===== config.mk =====
export PLATFORM = sky130hd
export DESIGN_NAME = mem_access_ctrl
export DESIGN_NICKNAME = d
export VERILOG_FILES = /design/src/rtl/mem_ctrl_pkg.sv /design/src/rtl/mem_addr_decoder.sv /design/src/rtl/mem_access_ctrl.sv
export SDC_FILE = /design/constraint.sdc
export NUM_CORES = 1
export LEC_CHECK = 0
export CAP_MARGIN = 20
export CELL_PAD_IN_SITES_DETAIL_PLACEMENT = 1
export CELL_PAD_IN_SITES_GLOBAL_PLACEMENT = 1
export CORE_MARGIN = 2
export CORE_UTILIZATION = 28
export DETAILED_ROUTE_END_ITERATION = 16
export GPL_ROUTABILITY_DRIVEN = 0
export PLACE_DENSITY_LB_ADDON = 0.3
export SYNTH_ARGS = -nofsm -noshare
export SYNTH_HDL_FRONTEND = slang
export SYNTH_HIERARCHICAL = 1
export SYNTH_SLANG_ARGS = --single-unit

===== constraint.sdc =====
create_clock -name clk -period 5.74 [get_ports clk]
set_clock_uncertainty 0.2 [all_clocks]
set_input_delay 1.148 -clock clk [delete_from_list [all_inputs] [get_ports clk]]
set_output_delay 1.148 -clock clk [all_outputs]
set_load 0.02 [all_outputs]

===== src/rtl/mem_ctrl_pkg.sv =====
// Shared defaults and FSM encoding for the bit-cell memory access controller.
package mem_ctrl_pkg;

    localparam int unsigned MEM_ADDR_W = 4;
    localparam int unsigned MEM_DATA_W = 8;
    localparam int unsigned MEM_WORDS  = 1 << MEM_ADDR_W;

    localparam int unsigned STATE_W = 3;

    localparam logic [STATE_W-1:0] ST_IDLE       = 3'd0;
    localparam logic [STATE_W-1:0] ST_WRITE      = 3'd1;
    localparam logic [STATE_W-1:0] ST_RD_ISSUE   = 3'd2;
    localparam logic [STATE_W-1:0] ST_RD_CAPTURE = 3'd3;
    localparam logic [STATE_W-1:0] ST_RESP       = 3'd4;

endpackage


===== src/rtl/mem_addr_decoder.sv =====
// Binary word address to one-hot word select, gated by an enable.
module mem_addr_decoder
    import mem_ctrl_pkg::*;
#(
    parameter  int unsigned ADDR_W = MEM_ADDR_W,
    localparam int unsigned WORDS  = 1 << ADDR_W
) (
    input  logic              en,
    input  logic [ADDR_W-1:0] addr,
    output logic [WORDS-1:0]  sel
);

    // At most one select line, and none when disabled
    always_comb begin
        sel = '0;
        if (en) begin
            sel[addr] = 1'b1;
        end
    end

endmodule


===== src/rtl/mem_access_ctrl.sv =====
// Request/response front end that sequences one-cycle write and read
// strobes into a bit-cell array whose read data lags the select by a cycle.
module mem_access_ctrl
    import mem_ctrl_pkg::*;
#(
    parameter  int unsigned ADDR_W = MEM_ADDR_W,
    parameter  int unsigned DATA_W = MEM_DATA_W,
    localparam int unsigned WORDS  = 1 << ADDR_W
) (
    input  logic              clk,
    input  logic              rst_n,
    input  logic              req_valid,
    output logic              req_ready,
    input  logic              req_we,
    input  logic [ADDR_W-1:0] req_addr,
    input  logic [DATA_W-1:0] req_wdata,
    output logic              rsp_valid,
    input  logic              rsp_ready,
    output logic [DATA_W-1:0] rsp_rdata,
    output logic [WORDS-1:0]  mem_sel,
    output logic              mem_rw,
    output logic [DATA_W-1:0] mem_din,
    input  logic [DATA_W-1:0] mem_dout,
    output logic              busy
);

    logic [STATE_W-1:0] state;
    logic [STATE_W-1:0] state_next;
    logic               accept_c;

    logic               cmd_we;
    logic [ADDR_W-1:0]  cmd_addr;
    logic [DATA_W-1:0]  cmd_wdata;

    logic               wr_phase_c;
    logic               rd_phase_c;

    // State register; reset forces IDLE, which immediately drops the strobes
    always_ff @(posedge clk or negedge rst_n) begin
        if (!rst_n) begin
            state <= ST_IDLE;
        end else begin
            state <= state_next;
        end
    end

    // Next-state and acceptance decode
    always_comb begin
        state_next = state;
        accept_c   = 1'b0;
        case (state)
            ST_IDLE: begin
                accept_c = req_valid & req_ready;
                if (accept_c) begin
                    state_next = req_we ? ST_WRITE : ST_RD_ISSUE;
                end
            end
            ST_WRITE:      state_next = ST_IDLE;
            ST_RD_ISSUE:   state_next = ST_RD_CAPTURE;
            ST_RD_CAPTURE: state_next = ST_RESP;
            ST_RESP: begin
                if (rsp_ready) begin
                    state_next = ST_IDLE;
                end
            end
            default:       state_next = ST_IDLE;
        endcase
    end

    // Command fields are latched only on acceptance, so traffic while busy is ignored
    always_ff @(posedge clk or negedge rst_n) begin
        if (!rst_n) begin
            cmd_we    <= 1'b0;
            cmd_addr  <= '0;
            cmd_wdata <= '0;
        end else if (accept_c) begin
            cmd_we    <= req_we;
            cmd_addr  <= req_addr;
            cmd_wdata <= req_wdata;
        end
    end

    // Handshake and status flags follow the state being entered
    always_ff @(posedge clk or negedge rst_n) begin
        if (!rst_n) begin
            req_ready <= 1'b1;
            busy      <= 1'b0;
            rsp_valid <= 1'b0;
        end else begin
            req_ready <= (state_next == ST_IDLE);
            busy      <= (state_next != ST_IDLE);
            rsp_valid <= (state_next == ST_RESP);
        end
    end

    // Cell array output is valid during RD_CAPTURE and held through RESP
    always_ff @(posedge clk or negedge rst_n) begin
        if (!rst_n) begin
            rsp_rdata <= '0;
        end else if (state == ST_RD_CAPTURE) begin
            rsp_rdata <= mem_dout;
        end
    end

    // Strobe phases decoded from flops only, so no input reaches the array combinationally
    assign wr_phase_c = (state == ST_WRITE)    &  cmd_we;
    assign rd_phase_c = (state == ST_RD_ISSUE) & ~cmd_we;

    assign mem_rw  = ~wr_phase_c;
    assign mem_din = wr_phase_c ? cmd_wdata : '0;

    mem_addr_decoder #(
        .ADDR_W (ADDR_W)
    ) u_addr_decoder (
        .en   (wr_phase_c | rd_phase_c),
        .addr (cmd_addr),
        .sel  (mem_sel)
    );

endmodule


## Word level (Yosys, flattened, before mapping)

Cells that the tools add are included.

- Bits in latches: 0
- Output and inout port bits: 36
- Memory bits (writable): 0
- Word-level logic and storage cells: 34
- Bits in read-only memories: 0
- Register bits: 27
- Memories: 0

- Eq/ne operators: 5
- Multiply operators: 0
- Reductions and logical operators: 4
- Shifts and indexed selects: 0
- $add $sub $neg: 0
- Muxes and demuxes: 9
- Div/mod/pow operators: 0
- Bitwise gates (word level): 6
- Magnitude comparators: 2

Operator list:

| cell | number |
|---|---|
| 2-to-1 mux 16 bit | 1 |
| case mux 3 bit (4 select lines) | 1 |
| 2-to-1 mux 8 bit | 1 |
| == test 3 x 2 -> 1 bit (second input constant) | 2 |
| == test 3 bit (second input constant) | 2 |
| logical NOT 3 bit | 2 |
| 2-to-1 mux 3 bit | 2 |
| < comparator 4 x 5 -> 1 bit (second input constant) | 1 |
| demux 1 bit (select 4 bit) | 1 |
| >= comparator 4 x 1 -> 1 bit (second input constant) | 1 |
| bitwise AND 1 bit | 3 |
| == test 3 x 1 -> 1 bit (second input constant) | 1 |
| nonzero test 3 bit | 1 |
| 2-to-1 mux 1 bit | 2 |
| 2-to-1 mux 2 bit | 1 |
| NOT 1 bit | 2 |
| logical AND 1 bit | 1 |
| bitwise OR 1 bit | 1 |

## Longest topological paths before layout

Gate-level depths: netlist (run 1).

- Depth after elaboration: 5
- Gate-level depth with buffers: 6
- Gate-level depth less buffers: 5

## Cells and area by module

Netlist (run 1), hierarchy kept.

By module, submodules not included:

| module | times used | area an instance (µm²) | seq. area each (µm²) | cells an instance |
|---|---|---|---|---|
| mem_access_ctrl | 1 | 1183.6 | 676.9 | 81 |
| mem_addr_decoder | 1 | 117.6 | 0.0 | 23 |

## Least setup slack after synthesis (run 1)

No wires, ideal clock.

- Path kind: reg2out
- From: register state[1]
- To: output mem_sel[1]
- Cell stages (with the launch flop): 7
- Arrival: 1.787 ns
- Path slack: 2.605 ns
- Path buffers: 1
- Path through: dfrtp_1 > buf_6 > inv_1 > or3_1 > a21oi_1 > or3b_4 > nor2_1

- Word-level cells in the longest chain between the ends: 4
- Elaborated cells on any way between the ends: 6
- Classes of those cells: 2 x eq/ne; 1 x mux; 3 x bitwise

Ends and longest elaborated chain:

| item | line | source |
|---|---|---|
| start: declaration | mem_access_ctrl.sv:27 | `logic [STATE_W-1:0] state;` |
| start signal: assignment | mem_access_ctrl.sv:43 | `state <= state_next;` |
| == test 3 x 1 -> 1 bit or == test 3 x 2 -> 1 bit (tied branches) | mem_access_ctrl.sv:106, mem_access_ctrl.sv:107 |  |
| bitwise AND 1 bit, on equally long branches | mem_access_ctrl.sv:106, mem_access_ctrl.sv:107 |  |
| bitwise OR 1 bit (*) | mem_access_ctrl.sv:115 | `.en (wr_phase_c \| rd_phase_c),` |
| 2-to-1 mux 16 bit (*) | mem_addr_decoder.sv:16 | `if (en) begin` |
| end: declaration | mem_access_ctrl.sv:20 | `output logic [WORDS-1:0] mem_sel,` |

Mark *: on every way between the ends. The rest lies on a longest branch, timed or not.

## Worst setup path in the final report (run 1)

- From: register state[1]
- To: output mem_sel[0]

The elaborated chain is that of the path after synthesis.

==> impl_metrics.toml, run 1 <==
[placed_design]
dpl.hpwl_mm = 2.50
place_inst = 212
place_ws_ns = 1.97
portBuffers = 60

[pwr]
pwr-share-comb = 0.492
power_density_nw_per_um2 = 472
switching_share = 0.363
seqPwrFrac = 0.391
p_clk_frac = 0.117
cell_internal_pwr_uw = 593
leakagePower_nw = 0.812
peakVddDrop_mv = 0.300
power.switching_uw = 338

[final_layout]
diodes = 0
stdcell_count = 216
nets = 190
area.growth.synth_to_final_pct = 51.5
drive_gt1_frac = 0.195
regArea_um2 = 677
multi_input_area_um2 = 561
fillers = 467

[floorplanning]
initial_core_util = 0.295
dieArea_um2 = 5210
die_h_um = 72.2
core-area_um2 = 4410
ios = 61
die_w_um = 72.2
rows = 24

[synthesis]
synthesis.instances = 104
synth_warnings = 6
ys_types = 28
ys_seq_area_frac = 0.520
syn_avg_cell_area_um2 = 12.5
synth_most_common_cell = "dfrtp_1"
yosys.area.top_type = "dfrtp_1"
ys.flop_type = "dfrtp_1"
synth_top_area_share = 0.500
netlist_area_um2 = 1300
synthArstFlopShare = 1.00
synth_edf_count = 0
ys_seq_elements = 27
synth_common_cells = "dfrtp_1, nor2_1, mux2_2"
synthesis.nets = 129
synthTopCellsByArea = "dfrtp_1, mux2_4, mux2_2, and2_1, nor2_1"

[worst_setup_path]
max_stage_delay_ns = 0.62
crit_required_ns = 4.39
cpMaxStageDelayCell = "clkdlybuf4s50_1"
worst-setup-path-type = "reg2out"
critPathMaxFanout = 8
startpoint_type = "flip-flop"
critPathArrivalTime_ns = 2.74
critPathCaptureType = "output port"
crit_chain = "inv_1, or3_1, a21oi_1, or3b_4, nor3_2, clkdlybuf4s50_1"

[global_routing]
grt_pass1_vias = 1079
gr-total-overflow = 0
antenna_found_initial = 0
grt_max_degree = 28
track_usage = 0.129
grt_pass1_wl_mm = 5.17

[sta]
slew_viol_final = 0
tns_ns = 0
period_needed_ns = 4.09
fin_crit_sh = 0.712
relSlewSlack = 0.657
worst_pin_slew_ns = 0.513
fmax_mhz = 245
setup_ws_ns = 1.65
finalSetupViolCount = 0
finalHoldViolCount = 0
rsz0062_at_grt = "false"

[routing]
first_iter_violations = 9
wl_mm = 3.25
first_pass_iters = 3
wl_per_cell_um = 15.0
drtAntennaViolNets = 0
drc = 0
vias = 1011
via_per_inst = 4.68

[job]
drv_cap = 0

[clock_tree]
clk_path_buf_depth = 2
hold_buffers = 0
root_buffer = "clkbuf_8"
cts_buffers = 3
cts_tree = "done"
clkSinkCount = 27
cts_setup_buffers = 0
clkSlewWorstSetupHoldPaths_ns = 0.10
cts_htree_levels = 1
cts-resized-gates = 0
clk_latency_ns = 0.27

[worst_hold_path]
hold_path.class = "reg2reg"

[status]
status = "completed"
[area by class of cell]
class | count | share of cell area
repair buffers | 62 | 0.312
multi-input cells | 69 | 0.284
flip-flops and latches | 27 | 0.343
well taps | 52 | 0.0330
clock inverters | 1 | 0.00254
clock buffers | 3 | 0.0209
inverters | 2 | 0.00381
[placed cells by master, fill, tap and decap left out, types with 2 or more instances in the layout]
| cell type | Yosys | final |
|---|---|---|
| mux2_4 | 10 | 10 |
| nand2_1 | 2 | 2 |
| o31ai_1 | 2 | 2 |
| clkbuf_8 | 0 | 3 |
| inv_1 | 2 | 2 |
| nand3_1 | 2 | 2 |
| buf_4 | 0 | 2 |
| dfrtp_1 | 26 | 26 |
| nor2_1 | 12 | 12 |
| clkdlybuf4s50_1 | 0 | 60 |
| nand3b_1 | 3 | 3 |
| and2_1 | 8 | 8 |
| mux2_2 | 11 | 11 |
| nand2b_1 | 3 | 3 |
| nor3_1 | 5 | 5 |
[through the flow]
step	cell area, µm²	utilization	power (mW)	hold slack [ns]
finish	1970	0.447	0.932	0.314
global route	1970	0.447	0.992	0.337
CTS	1970	0.447	0.943	0.320
detailed placement	1930	0.436	0.830	0.293
global placement	1930	0.436	0.815	0.286
floorplan	1300	-	0.661	0.270
[power groups by stage]
stage | Clock (mW) | Combinational, mW | Sequential, mW
after global routing | 0.120 | 0.490 | 0.382
after detailed placement | 0 | 0.462 | 0.367
final | 0.109 | 0.458 | 0.365
after floorplan | 0 | 0.275 | 0.386
after CTS | 0.112 | 0.466 | 0.365
after global placement | 0 | 0.454 | 0.362
[cell families (layout without fill, tap and decap cells)]
kind of cell	count (synthesis)	in the layout	share of synthesized area
muxes	21	21	0.211
AOI/OAI and AO/OA	8	8	0.0452
buffers and inverters	8	68	0.0490
and+or+nand+nor	40	40	0.175
DFF	27	27	0.520
[worst paths after layout]
kind,startpoint,to,slack (ns),cells past startpoint
worst max-delay path,state[1],mem_sel[0],1.65,6
worst max register to register,req_ready,cmd_wdata[3],3.86,3
worst min-delay path,rsp_rdata[0],rsp_rdata[0],0.31,1
max in group asynchronous,rst_n,req_ready,4.00,2
min in group asynchronous,rst_n,rsp_rdata[4],1.03,2
worst min register to register,rsp_rdata[0],rsp_rdata[0],0.31,1
[flip-flops by register name, summed over array words and instances, names as in the netlist]
name and count:
cmd_wdata 8, rsp_rdata 8, cmd_addr 4, state 3, busy 1, cmd_we 1
req_ready 1, rsp_valid 1
[critical path: cells and delay by family (launching register included)]
family | cells | cell delay [ns]
AND/OR/NAND/NOR | 3 | 0.94
buffers and inverters | 2 | 0.76
flip-flops | 1 | 0.49
AO/OA/AOI/OAI | 1 | 0.26
[metal layers]
metal,track usage,routed length (µm),vias to the layer above,share of wire
met2,0.220,1570,46,0.48
met1,0.144,1260,484,0.39
li1,-,-,477,-
met5,0,0,-,0
met3,0.0583,389,4,0.12
met4,0.0377,33,0,0.010
Note: power is estimated with default switching activity, not from simulation.
==> run 2: changes to the inputs <==
clock period = 3.9 ns   (was 5.74 ns; I/O delays follow)
==> results of run 2 <==
The final DEF is identical to that of run 1. Status: completed.
Main changes from that run: setup slack after placement 1.97 ns -> 0.493 ns; setup slack after layout 1.65 ns -> 0.179 ns; register-to-register setup slack 3.86 ns -> 2.02 ns; total power 0.932 mW -> 1.37 mW; worst IR drop on VDD 0.300 mV -> 0.442 mV
